<file path="config.mk">
export PLATFORM = sky130hd
export DESIGN_NAME = systolic_seq_ctrl
export DESIGN_NICKNAME = d
export VERILOG_FILES = /design/src/rtl/systolic_seq_pkg.sv /design/src/rtl/systolic_skew_mask.sv /design/src/rtl/systolic_seq_ctrl.sv
export SDC_FILE = /design/constraint.sdc
export NUM_CORES = 1
export LEC_CHECK = 0
export ABC_CLOCK_PERIOD_IN_PS = 12100
export CAP_MARGIN = 20
export CELL_PAD_IN_SITES_DETAIL_PLACEMENT = 0
export CELL_PAD_IN_SITES_GLOBAL_PLACEMENT = 1
export CORE_UTILIZATION = 30
export DETAILED_ROUTE_END_ITERATION = 12
export PLACE_DENSITY = 0.55
export REMOVE_ABC_BUFFERS = 1
export SYNTH_ARGS = -nofsm -noshare
export SYNTH_HDL_FRONTEND = slang
export SYNTH_SLANG_ARGS = --single-unit
</file>
<file path="constraint.sdc">
create_clock -name clk -period 12.1 [get_ports clk]
set_input_delay 1.815 -clock clk [delete_from_list [all_inputs] [get_ports clk]]
set_output_delay 1.815 -clock clk [all_outputs]
set_load 0.02 [all_outputs]
</file>
<file path="src/rtl/systolic_seq_pkg.sv">
// Shared types and defaults for the systolic array sequencer.
// Optional feature macro: SYSTOLIC_SEQ_PERF_EN (adds a pass-length cycle counter port).
package systolic_seq_pkg;

  localparam int ROW_DEF       = 32;
  localparam int COL_DEF       = 32;
  localparam int KDIM_W_DEF    = 5;
  localparam int LEN_W_DEF     = 16;
  localparam int DRAIN_MAX_DEF = 255;

  typedef enum logic [2:0] {
    IDLE,
    LOAD_W,
    STREAM,
    DRAIN,
    DONE
  } seq_state_t;

  typedef struct packed {
    logic [COL_DEF-1:0]    col_mask;
    logic [KDIM_W_DEF-1:0] k_len;
    logic [LEN_W_DEF-1:0]  fm_len;
  } cfg_t;

endpackage

</file>
<file path="src/rtl/systolic_skew_mask.sv">
// Row-skew valid mask: row r carries pixel (f_col - r), valid only inside [0, fm_len)
// and only for rows the kernel actually uses. Purely combinational; parent registers it.
module systolic_skew_mask #(
  parameter int ROW    = 32,
  parameter int KDIM_W = 5,
  parameter int LEN_W  = 16
) (
  input  logic [LEN_W:0]    f_col,
  input  logic [KDIM_W-1:0] k_len,
  input  logic [LEN_W-1:0]  fm_len,
  output logic [ROW-1:0]    row_valid
);

  // One valid bit per row from the skewed pixel index.
  always_comb begin
    row_valid = '0;
    for (int r = 0; r < ROW; r++) begin
      if ((r < int'(k_len)) && (int'(f_col) >= r) && ((int'(f_col) - r) < int'(fm_len)))
        row_valid[r] = 1'b1;
    end
  end

endmodule

</file>
<file path="src/rtl/systolic_seq_ctrl.sv">
// Sequencer for systolic_top: weight load, skewed feature streaming, result drain.
// Optional feature macro: SYSTOLIC_SEQ_PERF_EN adds perf_cycles (cycles per pass).
//
//   state  | meaning
//   IDLE   | waiting for start; config checked and latched here
//   LOAD_W | one weight tap per cycle into the masked columns
//   STREAM | skewed feature rows, f_col = 0 .. fm_len+k_len-2
//   DRAIN  | waiting for remaining results, bounded by DRAIN_MAX idle cycles
//   DONE   | single-cycle completion pulse
module systolic_seq_ctrl
  import systolic_seq_pkg::*;
#(
  parameter int ROW       = ROW_DEF,
  parameter int COL       = COL_DEF,
  parameter int KDIM_W    = KDIM_W_DEF,
  parameter int LEN_W     = LEN_W_DEF,
  parameter int DRAIN_MAX = DRAIN_MAX_DEF
) (
  input  logic              clk,
  input  logic              nrst,
  input  logic              start,
  input  logic [COL-1:0]    col_mask,
  input  logic [KDIM_W-1:0] k_len,
  input  logic [LEN_W-1:0]  fm_len,
  input  logic              conv_finish,
  output logic [COL-1:0]    weight_en,
  output logic [KDIM_W-1:0] weight_dim,
  output logic              conv_ctrl,
  output logic              w_rd_en,
  output logic [KDIM_W-1:0] w_addr,
  output logic [LEN_W-1:0]  f_col,
  output logic [ROW-1:0]    row_valid,
  output logic [LEN_W-1:0]  res_cnt,
`ifdef SYSTOLIC_SEQ_PERF_EN
  output logic [LEN_W-1:0]  perf_cycles,
`endif
  output logic              busy,
  output logic              done,
  output logic              timeout,
  output logic              cfg_err
);

  localparam int IDLE_W = (DRAIN_MAX > 1) ? $clog2(DRAIN_MAX) : 1;
  localparam logic [IDLE_W-1:0] IDLE_LAST = IDLE_W'(DRAIN_MAX - 1);
  localparam logic [KDIM_W-1:0] K_ONE     = 1;
  localparam logic [LEN_W-1:0]  L_ONE     = 1;
  localparam logic [LEN_W:0]    S_ONE     = 1;
  localparam logic [LEN_W:0]    S_TWO     = 2;

  seq_state_t        state;
  cfg_t              cfg_q;
  logic [LEN_W:0]    stream_cnt;   // one bit wider so fm_len+k_len-2 never wraps
  logic [LEN_W:0]    stream_last;
  logic [LEN_W:0]    rv_f;
  logic [ROW-1:0]    rv_next;
  logic [IDLE_W-1:0] idle_cnt;
  logic              cfg_bad;

  assign cfg_bad = (k_len == '0) || (int'(k_len) > ROW) || (fm_len == '0) || (col_mask == '0);

  assign stream_last = {1'b0, cfg_q.fm_len} + (LEN_W+1)'(cfg_q.k_len) - S_TWO;

  // Mask is computed for the f_col value being loaded this edge, so row_valid lines up with f_col.
  assign rv_f = (state == STREAM) ? (stream_cnt + S_ONE) : '0;

  assign f_col = stream_cnt[LEN_W-1:0];

  systolic_skew_mask #(
    .ROW    (ROW),
    .KDIM_W (KDIM_W),
    .LEN_W  (LEN_W)
  ) u_skew (
    .f_col     (rv_f),
    .k_len     (cfg_q.k_len),
    .fm_len    (cfg_q.fm_len),
    .row_valid (rv_next)
  );

  // Pass sequencing FSM with all outputs registered.
  always_ff @(posedge clk or negedge nrst) begin
    if (!nrst) begin
      state      <= IDLE;
      cfg_q      <= '0;
      stream_cnt <= '0;
      idle_cnt   <= '0;
      weight_en  <= '0;
      weight_dim <= '0;
      conv_ctrl  <= 1'b0;
      w_rd_en    <= 1'b0;
      w_addr     <= '0;
      row_valid  <= '0;
      res_cnt    <= '0;
      busy       <= 1'b0;
      done       <= 1'b0;
      timeout    <= 1'b0;
      cfg_err    <= 1'b0;
    end else begin
      done    <= 1'b0;
      cfg_err <= 1'b0;
      case (state)
        IDLE: begin
          if (start) begin
            if (cfg_bad) begin
              cfg_err <= 1'b1;
            end else begin
              cfg_q.col_mask <= col_mask;
              cfg_q.k_len    <= k_len;
              cfg_q.fm_len   <= fm_len;
              weight_dim     <= k_len;
              timeout        <= 1'b0;
              res_cnt        <= '0;
              stream_cnt     <= '0;
              w_addr         <= '0;
              w_rd_en        <= 1'b1;
              weight_en      <= col_mask;
              conv_ctrl      <= (k_len == K_ONE);
              busy           <= 1'b1;
              state          <= LOAD_W;
            end
          end
        end
        LOAD_W: begin
          if (w_addr == cfg_q.k_len - K_ONE) begin
            weight_en  <= '0;
            w_rd_en    <= 1'b0;
            conv_ctrl  <= 1'b1;
            stream_cnt <= '0;
            row_valid  <= rv_next;
            state      <= STREAM;
          end else begin
            weight_en <= cfg_q.col_mask;
            w_addr    <= w_addr + K_ONE;
            conv_ctrl <= ((w_addr + K_ONE) == (cfg_q.k_len - K_ONE));
          end
        end
        STREAM: begin
          if (stream_cnt == stream_last) begin
            row_valid <= '0;
            idle_cnt  <= '0;
            state     <= DRAIN;
          end else begin
            stream_cnt <= stream_cnt + S_ONE;
            row_valid  <= rv_next;
          end
        end
        DRAIN: begin
          // Completion is checked first so a full result count never reports a timeout.
          if (res_cnt == cfg_q.fm_len) begin
            done  <= 1'b1;
            state <= DONE;
          end else if (!conv_finish && (idle_cnt == IDLE_LAST)) begin
            timeout <= 1'b1;
            done    <= 1'b1;
            state   <= DONE;
          end else if (conv_finish) begin
            idle_cnt <= '0;
          end else begin
            idle_cnt <= idle_cnt + 1'b1;
          end
        end
        DONE: begin
          conv_ctrl <= 1'b0;
          busy      <= 1'b0;
          state     <= IDLE;
        end
        default: state <= IDLE;
      endcase

      if (((state == STREAM) || (state == DRAIN)) && conv_finish && (res_cnt != cfg_q.fm_len))
        res_cnt <= res_cnt + L_ONE;
    end
  end

`ifdef SYSTOLIC_SEQ_PERF_EN
  // Counts every non-IDLE cycle of a pass, saturating; cleared when a pass is accepted.
  always_ff @(posedge clk or negedge nrst) begin
    if (!nrst) begin
      perf_cycles <= '0;
    end else if (state == IDLE) begin
      if (start && !cfg_bad)
        perf_cycles <= '0;
    end else if (perf_cycles != '1) begin
      perf_cycles <= perf_cycles + L_ONE;
    end
  end
`endif

endmodule

</file>
==> flow_results.org <==
** Clock network
- CTS HTree Levels :: 4
- Post-CTS repair changed the size of 0 cells.
- Clock edge transition at the registers on the reported setup and hold paths :: 100 ps
- CTS root buf :: sky130_fd_sc_hd__clkbuf_16
- Clock insertion delay at the later pin of the skew report :: 530 ps
- Total clock sinks :: 171
- In this run the post-CTS setup repair buffer count came out at 0.
- Hold-fix buffer count after cts :: 0
- The number of clock buffers added by TritonCTS is 17.
- Bufs on Longest Clock Path :: 2
- TritonCTS clock tree :: yes

** Timing
- Setup violations remaining at the end of the flow were counted as 0.
- The number of slew-limit violations in the final report was 0.
- The number of hold violations in the final report came to 0.
- Hold is met by 474.9 ps.
- Fin Clk Skew :: 25.65 ps
- Setup total negative slack on the finished layout was measured at 0 ps.
- Of the available clock period, the critical path in the final layout requires 59.48%.
- Transition time at the pin with the least slew margin :: 1397 ps
- Headroom to the max-slew limit came out at 6.898%.
- For the finished layout, the period the worst path requires is 7198 ps.
- Max Fclk :: 138.9 MHz
- Setup repair after global routing left no endpoint under its margin.

** Synthesis
- Counting flops with a built-in enable in the synthesized netlist gives 0.
- Top cell type's share of synthesized area :: 21.89%
- After synthesis, the most frequently instantiated cells are 441 x sky130_fd_sc_hd__ha_1, 412 x sky130_fd_sc_hd__nand2_1, 352 x sky130_fd_sc_hd__xnor2_1, 311 x sky130_fd_sc_hd__nor2_1, 245 x sky130_fd_sc_hd__o21ai_0.
- Cell types occupying the most area after synthesis :: sky130_fd_sc_hd__ha_1 22%, sky130_fd_sc_hd__dfrtp_1 17%, sky130_fd_sc_hd__xnor2_1 12%
- Summed over all instances, the cell type with the most area after synthesis is sky130_fd_sc_hd__ha_1.
- Count of yosys warnings during synthesis :: 0
- Count leader, synth :: sky130_fd_sc_hd__ha_1
- Share of synthesized area occupied by flip-flops and latches :: 16.97%
- Synth Instances :: 3261
- Post-synthesis sequential element count :: 171
- For this run, asynchronously set or reset flops after synthesis account for 100.0%.
- Most frequently used flop master after synthesis :: sky130_fd_sc_hd__dfrtp_1
- The netlist uses 95 different library cells.
- Summing every instance area after synthesis gives 25210 sq um.
- Synthesized area per cell :: 7.731 sq um

** Routing
- For this run, design rule violations remaining after detail routing come to 0.
- First-iteration detailed-routing DRC count :: 2903
- Avg Vias per Cell :: 6.022
- Detailed-router iteration count before antenna repair :: 9
- Number of vias in the routed layout :: 26730
- Routed wire length :: 141600 um
- Antenna-violating nets left :: 0
- Dividing the detail-routed wire length by the instance count gives 31.89 um.

** Place
- Summing all placed instances gives a cell area of 28240 sq um.
- Total placed cells including tap cells :: 4405
- After legalization and detailed placement, the total HPWL measured 98260 um.
- Routability-driven placement finished with a final weighted congestion of 1.005.
- Port buffering added 167 buffers.

** Setup path
- The critical path is of the reg -> reg type.
- Kind of start point of the critical path :: flip-flop
- Crit path cell chain :: ha_1, nand3_2, nor4_1, mux2i_4, buf_4, inv_2, nor4_4, nand2_1, buf_4, nor3_1, xnor2_1, ha_1, nand2_1, nor2_1, a2111oi_0, nor2_1, or3_1, o2bb2ai_1, a32o_1
- For the worst setup path, the data arrival time is 7660 ps.
- The worst register-to-register path begins at stream_cnt[0]$_DFFE_PN0P_.
- Delay of the slowest cell on the worst path :: 760 ps
- Along the worst path, the maximum fanout reaches 26.
- Worst setup path startpoint :: stream_cnt[0]$_DFFE_PN0P_
- The slowest stage of the critical path is the sky130_fd_sc_hd__nor4_4 cell.
- The worst setup path is captured at a flip-flop.
- Crit path required time :: 12570 ps

** Pwr
- VDD sags by at most 0.1262 mV.
- Power density over the cells :: 194.8 nW/um^2
- Power comes to 5.625 mW.
- Summed over all cells, the static leakage comes to 12.32 nW.

** Global route
- Global routing consumed, on the met3 layer, 6.691% of the routing resources.
- For this run, the total global-route usage over all layers was measured as 32.59%.
- The initial antenna violation count is 4.
- Global routing consumed, on the met2 layer, 49.86% of the routing resources.
- Vias in the first global route :: 26050
- Entering global routing, the biggest net connects 69 pins.
- Most utilized layer in the global route result :: met2
- Grt ovf :: 0
- The first global-routing pass estimated 198800 um of wire.
- For met1 alone, demand over resource in global routing was 44.06%.

** Floorplan
- Die outline width :: 291.9 um
- For this design the top-level I/O count stands at 169.
- The die is 291.9 um tall.
- After floorplanning, the core was sized to cover 82640 sq um.
- Std-Cell Rows :: 105
- Die area :: 85190 sq um
- Once the floorplan was initialized, standard cells occupied 30.51% of the core.

** Finish
- Layout area overhead :: 14.55%
- The finished layout holds 4439 standard cells, fillers aside.
- After routing the design area is 28880 sq um.
- At the end of the flow, the number of nets in the layout was 3854.
- In the final layout, the share of cells above drive strength 1 is 5.968%.

** Worst hold path
- Hold WC Path Type :: reg -> reg
- The worst hold path begins at cfg_q[41]$_DFFE_PN0P_.

** Outcome
- Status :: finished, final reports clean

** Job
- Across the run, the number of max-cap violations was 0.
## cell families (layout without fill, tap and decap cells)
logic type	count (synthesis)	in the layout	synth area share, %
AO/OA/AOI/OAI	780	780	19.86
XOR/XNOR	408	408	14.18
adder cells (fa/ha/maj)	443	443	22.01
buffers and inverters	292	399	4.953
flip-flops	171	171	16.97
multiplexers	12	12	0.5212
other	1	2	0.01488
AND/OR/NAND/NOR	1154	1154	21.50
## stage by stage
stage	utilization (%)	setup slack (ps)
final	34.94	4902
after CTS	34.93	5065
after global routing	34.94	4583
after floorplan	-	3939
after global placement	34.16	5248
after detailed placement	34.17	5095
## layer usage
layer | vias to the layer above | routed length, um | part of all wire (%)
met1 | 13170 | 62030 | 44
met2 | 1343 | 61260 | 43
met3 | 328 | 11500 | 8.1
met4 | 2 | 6750 | 4.8
met5 | - | 17 | 0.012
li1 | 11890 | - | -
## final cells by class
cell class,count,area [sq um]
fillers,8655,53760
multi-input cells,2798,19840
flip-flops and latches,171,4279
repair buffers,261,2385
well taps,1070,1339
clock buffers,17,425.4
inverters,106,397.9
clock inverters,15,203.9
diodes,1,2.502
## power by group
| part | total [mW] | internal [mW] | leakage, nW | switching [mW] |
|---|---|---|---|---|
| sequential | 0.924 | 0.733 | 2.23 | 0.190 |
| combinational | 4.05 | 1.41 | 9.78 | 2.64 |
| clock | 0.652 | 0.301 | 0.301 | 0.351 |
## critical path: cells and delay by family (launching register included)
family | cells | cell delay (ps)
adders and majority gates | 2 | 830
DFF | 1 | 710
AOI/OAI and AO/OA | 3 | 800
muxes | 1 | 310
and+or+nand+nor | 9 | 3010
buffers and inverters | 3 | 1310
xor gates and xnor gates | 1 | 140
## final timing paths
| check | endpoint | slack (ps) | cells past startpoint |
|---|---|---|---|
| max in group asynchronous | row_valid[2]$_DFFE_PN0P_ | 9300 | 2 |
| worst max-delay path | row_valid[1]$_DFFE_PN0P_ | 4900 | 19 |
| worst max register to register | row_valid[1]$_DFFE_PN0P_ | 4900 | 19 |
| min in group asynchronous | res_cnt[13]$_DFFE_PN0P_ | 1280 | 1 |
| worst min register to register | cfg_q[41]$_DFFE_PN0P_ | 470 | 2 |
| worst min-delay path | cfg_q[41]$_DFFE_PN0P_ | 470 | 2 |
## cell usage in the layout, fill, tap and decap left out, types with 7 or more instances in the layout
| cell type | n |
|---|---|
| sky130_fd_sc_hd__o21bai_1 | 7 |
| sky130_fd_sc_hd__a21oi_1 | 193 |
| sky130_fd_sc_hd__nand2_1 | 412 |
| sky130_fd_sc_hd__o21a_1 | 13 |
| sky130_fd_sc_hd__a2111oi_0 | 24 |
| sky130_fd_sc_hd__o31ai_1 | 10 |
| sky130_fd_sc_hd__a21o_1 | 67 |
| sky130_fd_sc_hd__a32oi_1 | 9 |
| sky130_fd_sc_hd__clkinv_1 | 15 |
| sky130_fd_sc_hd__inv_2 | 9 |
| sky130_fd_sc_hd__and2_1 | 20 |
| sky130_fd_sc_hd__nor2b_1 | 28 |
| sky130_fd_sc_hd__nor3_1 | 72 |
| sky130_fd_sc_hd__a211oi_1 | 29 |
| sky130_fd_sc_hd__nor4_1 | 35 |
| sky130_fd_sc_hd__nor2_2 | 7 |
| sky130_fd_sc_hd__nor2_1 | 306 |
| sky130_fd_sc_hd__nand3_1 | 49 |
| sky130_fd_sc_hd__clkdlybuf4s50_1 | 166 |
| sky130_fd_sc_hd__nand2b_1 | 16 |
| sky130_fd_sc_hd__o21ai_0 | 244 |
| sky130_fd_sc_hd__ha_1 | 440 |
| sky130_fd_sc_hd__buf_4 | 93 |
| sky130_fd_sc_hd__o22ai_1 | 14 |
| sky130_fd_sc_hd__a22o_1 | 25 |
| sky130_fd_sc_hd__and3_1 | 47 |
| sky130_fd_sc_hd__a32o_1 | 34 |
| sky130_fd_sc_hd__nand4_1 | 96 |
| sky130_fd_sc_hd__xor2_1 | 56 |
| sky130_fd_sc_hd__inv_1 | 82 |
| sky130_fd_sc_hd__dfrtp_1 | 171 |
| sky130_fd_sc_hd__clkbuf_16 | 17 |
| sky130_fd_sc_hd__or3_1 | 9 |
| sky130_fd_sc_hd__a31oi_1 | 22 |
| sky130_fd_sc_hd__xnor2_1 | 352 |
| sky130_fd_sc_hd__o211ai_1 | 12 |
## sequential cells by signal (all words and copies together), names as in the netlist
signal / cells
weight_en: 32
cfg_q: 53
timeout: 1
busy: 1
idle_cnt: 8
state: 3
w_addr: 5
w_rd_en: 1
cfg_err: 1
conv_ctrl: 1
row_valid: 31
res_cnt: 16
done: 1
stream_cnt: 17
Note: power is estimated with default switching activity, not from simulation.
